**config.mk**
```make
export PLATFORM = sky130hd
export DESIGN_NAME = event_packet_decoder
export DESIGN_NICKNAME = d
export VERILOG_FILES = /design/src/rtl/lib_arbiter_pkg.sv /design/src/rtl/lib_event_fifo.sv /design/src/rtl/event_packet_decoder.sv
export SDC_FILE = /design/constraint.sdc
export NUM_CORES = 1
export LEC_CHECK = 0
export ABC_AREA = 1
export CAP_MARGIN = 5
export CORE_MARGIN = 2
export CORE_UTILIZATION = 45
export CTS_CLUSTER_DIAMETER = 30
export DETAILED_ROUTE_END_ITERATION = 12
export HOLD_SLACK_MARGIN = 0.03
export PLACE_DENSITY_LB_ADDON = 0.08
export SLEW_MARGIN = 15
export SYNTH_ARGS = -nofsm -noshare
export SYNTH_HDL_FRONTEND = slang
export SYNTH_SLANG_ARGS = --single-unit
export TNS_END_PERCENT = 1
```
**constraint.sdc**
```tcl
create_clock -name clk_i -period 6.3 [get_ports clk_i]
set_input_delay 0.63 -clock clk_i [delete_from_list [all_inputs] [get_ports clk_i]]
set_output_delay 0.63 -clock clk_i [all_outputs]
set_load 0.01 [all_outputs]
```
**src/rtl/lib_arbiter_pkg.sv**
```systemverilog
// Shared arbiter/event-stream constants, packet field offsets and the decoded event record.
package lib_arbiter_pkg;

  localparam int SIZE    = 32;
  localparam int ROW_ADD = 3;
  localparam int COL_ADD = 3;
  localparam int COLS1   = 8;
  localparam int WIDTH   = SIZE + ROW_ADD + COL_ADD + 1;
  localparam int EPOCH_W = 16;
  localparam int CNT_W   = 32;

  // Packet layout, LSB first: polarity, column, row, timestamp.
  localparam int POL_BIT = 0;
  localparam int COL_LSB = 1;
  localparam int ROW_LSB = COL_LSB + COL_ADD;
  localparam int TS_LSB  = WIDTH - SIZE;

  typedef struct packed {
    logic [ROW_ADD-1:0]      row;
    logic [COL_ADD-1:0]      col;
    logic                    pol;
    logic [EPOCH_W+SIZE-1:0] ts_ext;
  } dec_evt_t;

  localparam int DEC_EVT_W = $bits(dec_evt_t);

endpackage

```
**src/rtl/lib_event_fifo.sv**
```systemverilog
// Two-entry first-word-fall-through FIFO with registered full/empty flags.
module lib_event_fifo #(
  parameter int W = 8
) (
  input  logic         clk_i,
  input  logic         reset_i,
  input  logic         push_i,
  input  logic         pop_i,
  input  logic [W-1:0] din_i,
  output logic [W-1:0] dout_o,
  output logic         full_o,
  output logic         empty_o
);

  logic [W-1:0] mem0, mem1;
  logic [1:0]   count, count_nxt;
  logic         do_push, do_pop;

  assign do_push = push_i & ~full_o;
  assign do_pop  = pop_i & ~empty_o;
  assign dout_o  = mem0;

  always_comb begin
    count_nxt = count + {1'b0, do_push} - {1'b0, do_pop};
  end

  always_ff @(posedge clk_i) begin
    if (reset_i) begin
      // NOTE: the storage is reset too so the data outputs read 0 after reset; at two entries that is cheap.
      mem0    <= '0;
      mem1    <= '0;
      count   <= 2'd0;
      full_o  <= 1'b0;
      empty_o <= 1'b1;
    end else begin
      count   <= count_nxt;
      full_o  <= (count_nxt == 2'd2);
      empty_o <= (count_nxt == 2'd0);
      case ({do_push, do_pop})
        2'b10: begin
          if (count == 2'd0) mem0 <= din_i;
          else               mem1 <= din_i;
        end
        2'b01:   mem0 <= mem1;
        // Push with pop is only possible with one entry held (push needs !full).
        2'b11:   mem0 <= din_i;
        default: ;
      endcase
    end
  end

endmodule

```
**src/rtl/event_packet_decoder.sv**
```systemverilog
// Unpacks arbiter event packets, extends timestamps with an epoch, drops out-of-order packets.
// Optional per-polarity counters: define EBC_DEC_POL_STATS_EN.
module event_packet_decoder
  import lib_arbiter_pkg::*;
(
  input  logic                      clk_i,
  input  logic                      reset_i,
  input  logic                      pkt_valid_i,
  input  logic [WIDTH-1:0]          pkt_data_i,
  output logic                      pkt_ready_o,
  output logic                      evt_valid_o,
  input  logic                      evt_ready_i,
  output logic [ROW_ADD-1:0]        evt_row_o,
  output logic [COL_ADD-1:0]        evt_col_o,
  output logic [ROW_ADD+COL_ADD-1:0] evt_pixel_o,
  output logic                      evt_pol_o,
  output logic [EPOCH_W+SIZE-1:0]   evt_ts_o,
  output logic                      wrap_o,
  output logic                      ooo_err_o,
  output logic [CNT_W-1:0]          evt_cnt_o,
  output logic [CNT_W-1:0]          drop_cnt_o,
  output logic [CNT_W-1:0]          on_cnt_o,
  output logic [CNT_W-1:0]          off_cnt_o
);

  localparam logic [SIZE-1:0] HALF_RANGE = {1'b1, {(SIZE-1){1'b0}}};

  logic [SIZE-1:0]    last_ts, ts;
  logic [EPOCH_W-1:0] epoch, epoch_nxt;
  logic               first_seen;
  logic               hs, is_wrap, is_drop, push;
  logic               fifo_full, fifo_empty;
  dec_evt_t           din, head;

  assign ts          = pkt_data_i[TS_LSB +: SIZE];
  assign hs          = pkt_valid_i & pkt_ready_o;
  assign pkt_ready_o = ~fifo_full;
  assign push        = hs & ~is_drop;

  // A backwards step of at least half the timestamp range is a wrap, anything smaller is reordering.
  always_comb begin
    is_wrap   = 1'b0;
    is_drop   = 1'b0;
    epoch_nxt = epoch;
    if (first_seen && (ts < last_ts)) begin
      if ((last_ts - ts) >= HALF_RANGE) begin
        is_wrap   = 1'b1;
        epoch_nxt = epoch + EPOCH_W'(1);
      end else begin
        is_drop = 1'b1;
      end
    end
  end

  always_comb begin
    din.row    = pkt_data_i[ROW_LSB +: ROW_ADD];
    din.col    = pkt_data_i[COL_LSB +: COL_ADD];
    din.pol    = pkt_data_i[POL_BIT];
    din.ts_ext = {epoch_nxt, ts};
  end

  always_ff @(posedge clk_i) begin
    if (reset_i) begin
      last_ts    <= '0;
      epoch      <= '0;
      first_seen <= 1'b0;
      evt_cnt_o  <= '0;
      drop_cnt_o <= '0;
      wrap_o     <= 1'b0;
      ooo_err_o  <= 1'b0;
    end else begin
      wrap_o    <= hs & is_wrap;
      ooo_err_o <= hs & is_drop;
      if (hs) begin
        if (is_drop) begin
          if (drop_cnt_o != '1) drop_cnt_o <= drop_cnt_o + CNT_W'(1);
        end else begin
          last_ts    <= ts;
          epoch      <= epoch_nxt;
          first_seen <= 1'b1;
          evt_cnt_o  <= evt_cnt_o + CNT_W'(1);
        end
      end
    end
  end

  lib_event_fifo #(.W(DEC_EVT_W)) u_fifo (
    .clk_i   (clk_i),
    .reset_i (reset_i),
    .push_i  (push),
    .pop_i   (evt_ready_i),
    .din_i   (din),
    .dout_o  (head),
    .full_o  (fifo_full),
    .empty_o (fifo_empty)
  );

  // COLS1 is a power of two, so row*COLS1+col is plain concatenation.
  assign evt_valid_o = ~fifo_empty;
  assign evt_row_o   = head.row;
  assign evt_col_o   = head.col;
  assign evt_pixel_o = {head.row, head.col};
  assign evt_pol_o   = head.pol;
  assign evt_ts_o    = head.ts_ext;

`ifdef EBC_DEC_POL_STATS_EN
  always_ff @(posedge clk_i) begin
    if (reset_i) begin
      on_cnt_o  <= '0;
      off_cnt_o <= '0;
    end else if (push) begin
      if (din.pol) on_cnt_o  <= on_cnt_o + CNT_W'(1);
      else         off_cnt_o <= off_cnt_o + CNT_W'(1);
    end
  end
`else
  assign on_cnt_o  = '0;
  assign off_cnt_o = '0;
`endif

endmodule

```
==> summary.txt, run 1 <==
Routing
  • Final antenna-violating net count: 0
  • Vias: 12,000
  • Initial DRC count: 700
  • WL/cell: 14.3 um
  • Final WL: 34.0 mm
  • Vias per cell: 5.02
  • DRC viols: 0
  • Pre-antenna DRT Iters: 5

Power
  • Pwr dens: 428 nW/um^2
  • Max VDD drop: 0.000263 V
  • Static Leak: 0.00685 uW

Floorplan
  • Chip Height: 171 um
  • Ports: 236
  • Chip width: 171 um
  • CORE AREA: 27,700 sq um
  • Starting Density: 45.5%
  • Die Area: 29,300 sq um
  • Row cnt: 61

Setup path
  • Crit Path Max Fanout: 30
  • Crit. End Element: flop
  • Arrival time worst endpoint: 4630 ps
  • Kind of critical path: in -> reg
  • Required time of the critical path: 6700 ps
  • CP Launch Type: primary input

Timing
  • RSZ-0062 raised after global routing: false
  • Slew @ Worst Pin: 1090 ps
  • Final hold vios: 0
  • Hold slack: 449 ps
  • Crit path time final: 4230 ps
  • Max_slew headroom: 26.9%
  • Worst clock skew: 16.2 ps
  • Slew Limit Fails: 0
  • Fmax: 237 MHz
  • Setup TNS: 0 ps
  • Tcrit/Tclk final: 67.1%
  • # setup viols final: 0

Global routing
  • Number of global-route vias before repair: 11,400
  • Largest net degree at the start of global routing: 115
  • Total Routing Usage GR: 23.1%
  • First-pass GRT wire length: 56.2 mm
  • Initial antenna violation count: 0
  • Grt ovf: 0

Place
  • GPL Wtd Cong: 0.881
  • Port buffer count: 171
  • Placed Area: 14,100 sq um
  • Dpl hpwl: 22.3 mm
  • Placed cell count: 2,282

Yosys
  • Leading area contributor after synthesis: dfxtp_1
  • Synthesized area per cell: 6.92 sq um
  • Async set or reset register ratio after synthesis: 0%
  • Synth warn: 0
  • Mapped cell area: 12,600 sq um
  • Mapped Cells: 1,819
  • Post-synth top flop: dfxtp_1
  • Area contributors post-synth: dfxtp_1 (36%), nand2_1 (12%), a21oi_1 (7.2%)
  • Number of flops mapped to enable cells by yosys: 0
  • Yosys reg bits: 229
  • Register area share after synthesis: 36.4%
  • Unique masters post-synth: 40
  • Synth top area share: 36.4%

Clock network
  • Num CTS Buffers: 54
  • Clock Pin Slew Worst Setup and Hold Paths: 50 ps
  • Clk_lat worst skew: 560 ps
  • CTS root buf: clkbuf_16
  • Longest Clk Path Bufs: 3
  • Post-cts gate resize count: 0
  • CTS tree: built
  • Clk sinks: 229
  • Hold buffer count at cts: 0
  • H-tree depth: 2
  • Post-CTS Setup Inserts: 0

Cells and area
  • Post-Route Utilization: 58.2%
  • Most common cell after layout, fill and taps aside: nand2_1
  • Design area: 16,100 sq um
  • Layout cells sized above 1: 6.48%
  • # diodes: 0
  • Commonest cells after routing, fill and taps aside: nand2_1 (393), dfxtp_1 (229), inv_1 (195)
  • Fin cells: 2,384
  • Final net count: 2,041
  • Area Growth Syn to Fin: 28.1%

Worst hold path
  • Worst Hold Class: reg -> reg

Outcome
  • Outcome: completed

Flow run
  • Max_cap viols: 0
==> through the flow <==
step                      power, uW  setup WS [ps]
after floorplan                3280           3410
after global placement         3900           1580
after detailed placement       3920           1550
after CTS                      6960           2090
after global routing           7300           1750
final                          6900           2070
==> final cells by class <==
type	instances	area, sq um
fillers	2698	11600
multi-input cells	1294	6540
flip-flops and latches	229	4580
repair buffers	182	1790
clock buffers	76	1570
inverters	199	749
well taps	378	473
clock inverters	26	419
==> flip-flops by register name, indices dropped and copies added, names as in the netlist <==
| name | cells |
|---|---|
| u_fifo.dout_o | 55 |
| u_fifo.mem1 | 55 |
| last_ts | 32 |
| epoch | 16 |
| wrap_o | 1 |
| u_fifo.count | 2 |
| u_fifo.empty_o | 1 |
| drop_cnt_o | 32 |
| evt_cnt_o | 32 |
| first_seen | 1 |
| u_fifo.full_o | 1 |
| ooo_err_o | 1 |
==> cells in the mapped netlist, types with 3 or more instances <==
cell and number:
o21ai_0 114, ha_1 37, buf_2 34, buf_4 79, nand3b_1 14, o211a_1 31
nor2_2 7, o21ai_1 4, xor2_1 40, nor4_1 21, nor3_1 44, a21oi_1 180
nand3_2 3, dfxtp_1 229, xnor2_1 10, nand2_2 5, a31oi_1 3, inv_1 196
nor2_1 157, clkbuf_1 37, buf_1 5, nand2_1 393, nand4_1 21, buf_6 5
nand3_1 128, a21boi_0 3
==> report_power, final <==
part           internal, uW  switching (uW)  total, uW
Clock                  2110             884       2990
Combinational           744            1170       1910
Sequential             1820             179       2000
==> final timing paths <==
kind / from / endpoint / slack, ps / depth (start not counted)
max: pkt_data_i[38] / drop_cnt_o[0] / 2070 / 15
min: u_fifo.mem1[14] / u_fifo.mem1[14] / 450 / 2
max reg2reg: last_ts[31] / drop_cnt_o[0] / 2400 / 13
min reg2reg: u_fifo.mem1[14] / u_fifo.mem1[14] / 450 / 2
==> per-layer routing <==
metal  track usage (%)  routed length, um
met1              30.9              16100
met2              38.9              15700
met3              4.21               1640
met4              5.31                512
met5                 0                  0
==> kinds of logic after synthesis <==
kind of cell             synth area share, %
AND/OR/NAND/NOR                         27.5
buffers and inverters                   13.7
AO/OA/AOI/OAI                           15.1
flip-flops                              36.4
XOR/XNOR                                3.48
adder cells (fa/ha/maj)                 3.83
other                                 0.0298
==> critical path, stage by stage <==
cell and delay (ps):
clkdlybuf4s50_1 490, inv_1 60, ha_1 370, nand2_1 120, nor2_2 110, nand3_1 100
nor2_1 170, nand2_1 130, a21oi_4 610, nand2_4 170, nor2_2 110, buf_4 310
nand2_1 710, o21ai_0 440, a21oi_1 60
Power figures use the tool's default switching activity.
==> run 2: changes to the inputs <==
- clock period: 6.3 -> 4.4 ns (I/O delays scaled with it)
==> summary.txt, run 2 (synthesis results as in run 1) <==
Outcome
  • Outcome: completed

Clock network
  • CTS tree: built
  • H-tree depth: 2
  • Clk_lat worst skew: 560 ps
  • Clk sinks: 229
  • Longest Clk Path Bufs: 3
  • Clock Pin Slew Worst Setup and Hold Paths: 40 ps
  • Hold buffer count at cts: 0
  • CTS root buf: clkbuf_16
  • Post-CTS Setup Inserts: 0
  • Post-cts gate resize count: 0
  • Num CTS Buffers: 55

Routing
  • Initial DRC count: 717
  • Vias per cell: 5.04
  • Pre-antenna DRT Iters: 5
  • WL/cell: 14.2 um
  • DRC viols: 0
  • Final WL: 33.9 mm
  • Final antenna-violating net count: 0
  • Vias: 12,000

Floorplan
  • Chip width: 171 um
  • Die Area: 29,300 sq um
  • Row cnt: 61
  • Starting Density: 45.5%
  • Chip Height: 171 um
  • Ports: 236
  • CORE AREA: 27,700 sq um

Timing
  • Setup TNS: 0 ps
  • Max_slew headroom: 40.4%
  • Slew Limit Fails: 0
  • RSZ-0062 raised after global routing: false
  • Tcrit/Tclk final: 74.4%
  • Final hold vios: 0
  • Slew @ Worst Pin: 893 ps
  • Fmax: 305 MHz
  • Hold slack: 374 ps
  • # setup viols final: 0
  • Crit path time final: 3270 ps
  • Worst clock skew: 12.8 ps

Global routing
  • Largest net degree at the start of global routing: 127
  • Busiest grt layer: met2
  • Initial antenna violation count: 0
  • Met2 usage: 38.5%
  • Met3 global-route usage: 3.75%
  • Routing usage on met1: 30.8%
  • Total Routing Usage GR: 23.0%
  • First-pass GRT wire length: 56.0 mm
  • Number of global-route vias before repair: 11,400
  • Grt ovf: 0

Setup path
  • Critical Path Start: pkt_data_i[38]
  • CP Launch Type: primary input
  • Kind of critical path: in -> reg
  • Worst reg2reg path depth: 15
  • Crit Path Max Fanout: 39
  • Crit. End Element: flop
  • CP endpoint: u_fifo.dout_o[47]
  • Arrival time worst endpoint: 3760 ps
  • Required time of the critical path: 4890 ps
  • FF-to-FF Start: last_ts[14]
  • Reg-to-reg setup timing slack: 1290 ps
  • Worst r2r dst: u_fifo.dout_o[47]

Power
  • Reg power frac: 29.4%
  • Max VDD drop: 0.000440 V
  • Static Leak: 0.00681 uW
  • Pwr dens: 605 nW/um^2
  • Total Power: 9760 uW
  • Clock power frac: 42.2%
  • Switching Share: 33.3%
  • Switch Pwr: 3260 uW
  • Internal power: 6510 uW
  • Combinational fraction of design power: 28.3%

Place
  • GPL Wtd Cong: 0.881
  • Placed cell count: 2,284
  • Placed Area: 14,200 sq um
  • Port buffer count: 171
  • Dpl hpwl: 22.3 mm

Cells and area
  • Layout cells sized above 1: 6.87%
  • Final net count: 2,044
  • Fin cells: 2,386
  • Most common cell after layout, fill and taps aside: nand2_1
  • Commonest cells after routing, fill and taps aside: nand2_1 (393), dfxtp_1 (229), inv_1 (195)
  • # diodes: 0
  • Layout fillers: 2,710
  • Multi-input logic area: 6540 sq um
  • Design area: 16,100 sq um
  • Sequential cell area: 4580 sq um
  • Area Growth Syn to Fin: 28.1%

Worst hold path
  • Worst Hold Class: in -> reg

Flow run
  • Max_cap viols: 0
## run 2: changes by cell type in the layout (fill, tap and decap cells not counted)
cell,before,now
clkinv_8,1,0
clkinvlp_4,3,15
clkbuf_8,14,2
clkinv_2,7,11
buf_4,11,8
clkinv_4,4,6
clkbuf_1,8,2
buf_12,0,5
bufinv_16,9,8
clkbuf_16,54,55
inv_6,0,1
## run 2: worst min-delay path by stage
stage / from / end / slack, ps / depth (start not counted)
floorplan: u_fifo.mem1[32] / u_fifo.mem1[32] / 430 / 2
global placement: u_fifo.mem1[32] / u_fifo.mem1[32] / 430 / 2
detailed placement: u_fifo.mem1[33] / u_fifo.mem1[33] / 440 / 2
CTS: reset_i / drop_cnt_o[7] / 370 / 4
global route: reset_i / drop_cnt_o[7] / 400 / 4
finish: reset_i / drop_cnt_o[7] / 370 / 4
## run 2: area by class of cell
class                   count  area share [%]
clock buffers              59            8.75
well taps                 378            2.93
clock inverters            43            3.16
repair buffers            184            11.6
multi-input cells        1294            40.5
inverters                 199            4.65
flip-flops and latches    229            28.4
## run 2: power by group through the flow
stage | Sequential [uW] | Combinational, uW | Clock, uW
3_3_place_gp | 2900 | 2730 | 0
3_5_place_dp | 2900 | 2760 | 0
5_1_grt | 2930 | 3110 | 4300
6_report | 2870 | 2770 | 4120
2_1_floorplan | 2940 | 1750 | 0
4_1_cts | 2880 | 2780 | 4190
## run 2: metrics by stage
| step | setup slack (ps) | util [%] |
|---|---|---|
| final | 1130 | 58.2 |
| after global routing | 866 | 58.2 |
| after CTS | 1110 | 58.2 |
| after detailed placement | 552 | 51.3 |
| after global placement | 584 | 51.3 |
| after floorplan | 1700 | - |
## run 2: critical path: stages
cell and delay (ps):
clkdlybuf4s50_1 510, inv_1 70, ha_1 390, nand2_1 120, nor2_2 130, nand3_1 120, nor2_1 190, nand2_1 140
a21oi_4 250, nand2_4 120, nand3_2 220, nand2_2 120, inv_2 680, nand3_1 140, o21ai_1 110
## run 2: metal layers
| layer | vias up | wire length [um] |
|---|---|---|
| met1 | 5577 | 15900 |
| met3 | 38 | 1700 |
| met2 | 299 | 15800 |
| met4 | 0 | 473 |
| met5 | - | 0 |
| li1 | 6112 | - |
==> run 3: changes to the inputs <==
- clock period: 4.4 -> 3 ns (I/O delays scaled with it)
==> summary.txt, run 3 (synthesis results as in run 1) <==
Place
  • Dpl hpwl: 23.7 mm
  • Placed Area: 14,800 sq um
  • GPL Wtd Cong: 0.918
  • Port buffer count: 171
  • Worst slack, placed: -280 ps
  • Placed cell count: 2,342

Global routing
  • Initial antenna violation count: 0
  • Total Routing Usage GR: 22.7%
  • Largest net degree at the start of global routing: 61
  • Grt ovf: 0
  • Number of global-route vias before repair: 11,200
  • First-pass GRT wire length: 54.9 mm

Floorplan
  • Die Area: 29,300 sq um
  • Ports: 236
  • Chip width: 171 um
  • CORE AREA: 27,700 sq um
  • Chip Height: 171 um
  • Row cnt: 61
  • Starting Density: 45.5%

Cells and area
  • Layout fillers: 2,630
  • Most common cell after layout, fill and taps aside: nand2_1
  • Area Growth Syn to Fin: 32.3%
  • Design area: 16,700 sq um
  • Fin cells: 2,444
  • Post-Route Utilization: 60.1%
  • # diodes: 0
  • Commonest cells after routing, fill and taps aside: nand2_1 (393), dfxtp_1 (229), inv_1 (195)
  • Final net count: 2,102
  • Layout cells sized above 1: 9.15%

Timing
  • Max_slew headroom: 55.6%
  • Setup slack after layout: 262 ps
  • Fmax: 365 MHz
  • Crit path time final: 2740 ps
  • Slew Limit Fails: 0
  • RSZ-0062 raised after global routing: false
  • Tcrit/Tclk final: 91.3%
  • # setup viols final: 0
  • Final hold vios: 0
  • Worst clock skew: 28.0 ps
  • Slew @ Worst Pin: 665 ps
  • Hold slack: 291 ps

Setup path
  • Kind of critical path: in -> reg
  • Required time of the critical path: 3430 ps
  • Crit. End Element: flop
  • Crit Path Max Fanout: 12
  • CP Launch Type: primary input
  • Arrival time worst endpoint: 3170 ps

Worst hold path
  • Worst Hold Class: in -> reg

Routing
  • DRC viols: 0
  • Vias per cell: 5.00
  • Initial DRC count: 825
  • Final antenna-violating net count: 0
  • Final WL: 34.0 mm
  • Vias: 12,200
  • Pre-antenna DRT Iters: 6
  • WL/cell: 13.9 um

Clock network
  • Clock Pin Slew Worst Setup and Hold Paths: 50 ps
  • Post-CTS Setup Inserts: 0
  • Clk sinks: 229
  • H-tree depth: 2
  • Num CTS Buffers: 55
  • Clk_lat worst skew: 550 ps
  • CTS root buf: clkbuf_16
  • Longest Clk Path Bufs: 3
  • Post-cts gate resize count: 0
  • CTS tree: built
  • Hold buffer count at cts: 0

Flow run
  • Max_cap viols: 0

Power
  • Static Leak: 0.00715 uW
  • Max VDD drop: 0.000669 V
  • Pwr dens: 880 nW/um^2

Outcome
  • Outcome: completed
## run 3: cell types whose count changed in the layout (fill, tap and decap cells not counted)
cell	previous run	this run
clkinv_4	6	3
clkbuf_8	2	12
buf_12	5	14
inv_16	2	0
clkinv_2	11	7
bufinv_16	8	6
clkbuf_1	2	9
buf_4	8	57
inv_6	1	6
clkinvlp_4	15	4
## run 3: path summary, 6_finish.rpt
| check | startpoint | to | slack, ps | depth (start not counted) |
|---|---|---|---|---|
| worst max-delay path | pkt_data_i[37] | u_fifo.dout_o[25] | 260 | 19 |
| worst min-delay path | reset_i | drop_cnt_o[4] | 290 | 4 |
| worst max register to register | last_ts[30] | u_fifo.dout_o[25] | 260 | 17 |
| worst min register to register | u_fifo.mem1[52] | u_fifo.mem1[52] | 450 | 2 |
## run 3: worst max-delay path, stage by stage
cell	delay, ps
clkdlybuf4s50_1	480
inv_1	60
ha_1	320
buf_4	150
nand2_1	60
nor2_1	40
nor3_1	220
nand2_1	90
nor2_2	180
nand2_1	110
nand2_2	80
nand2_2	100
nand2_4	100
nand3_2	120
nand2_2	210
inv_2	80
buf_4	200
a21oi_1	170
nor2_1	70
## run 3: where the power goes
| group | switching [uW] | internal (uW) |
|---|---|---|
| logic | 2510 | 1960 |
| clock network | 1830 | 4160 |
| registers | 378 | 3820 |
| total | 4720 | 9940 |
## run 3: cell type report
class	count	area [sq um]	area share (%)
repair buffers	242	2410	14.5
inverters	199	749	4.50
clock buffers	76	1580	9.45
multi-input cells	1294	6540	39.3
clock inverters	26	324	1.95
flip-flops and latches	229	4580	27.5
well taps	378	473	2.84
## run 3: per-stage QoR
stage / TNS (ps) / total power [uW]
after floorplan: 0 / 6890
after global placement: -22070 / 8650
after detailed placement: -29240 / 8710
after CTS: 0 / 14800
after global routing: 0 / 15500
final: 0 / 14700
## run 3: layer usage
| metal | routed length [um] | global-route usage, % | vias to the layer above |
|---|---|---|---|
| met5 | 0 | 0 | - |
| met4 | 714 | 6.89 | 0 |
| met3 | 2080 | 4.23 | 56 |
| met2 | 14900 | 35.5 | 386 |
| met1 | 16200 | 31.8 | 5527 |
| li1 | - | - | 6258 |
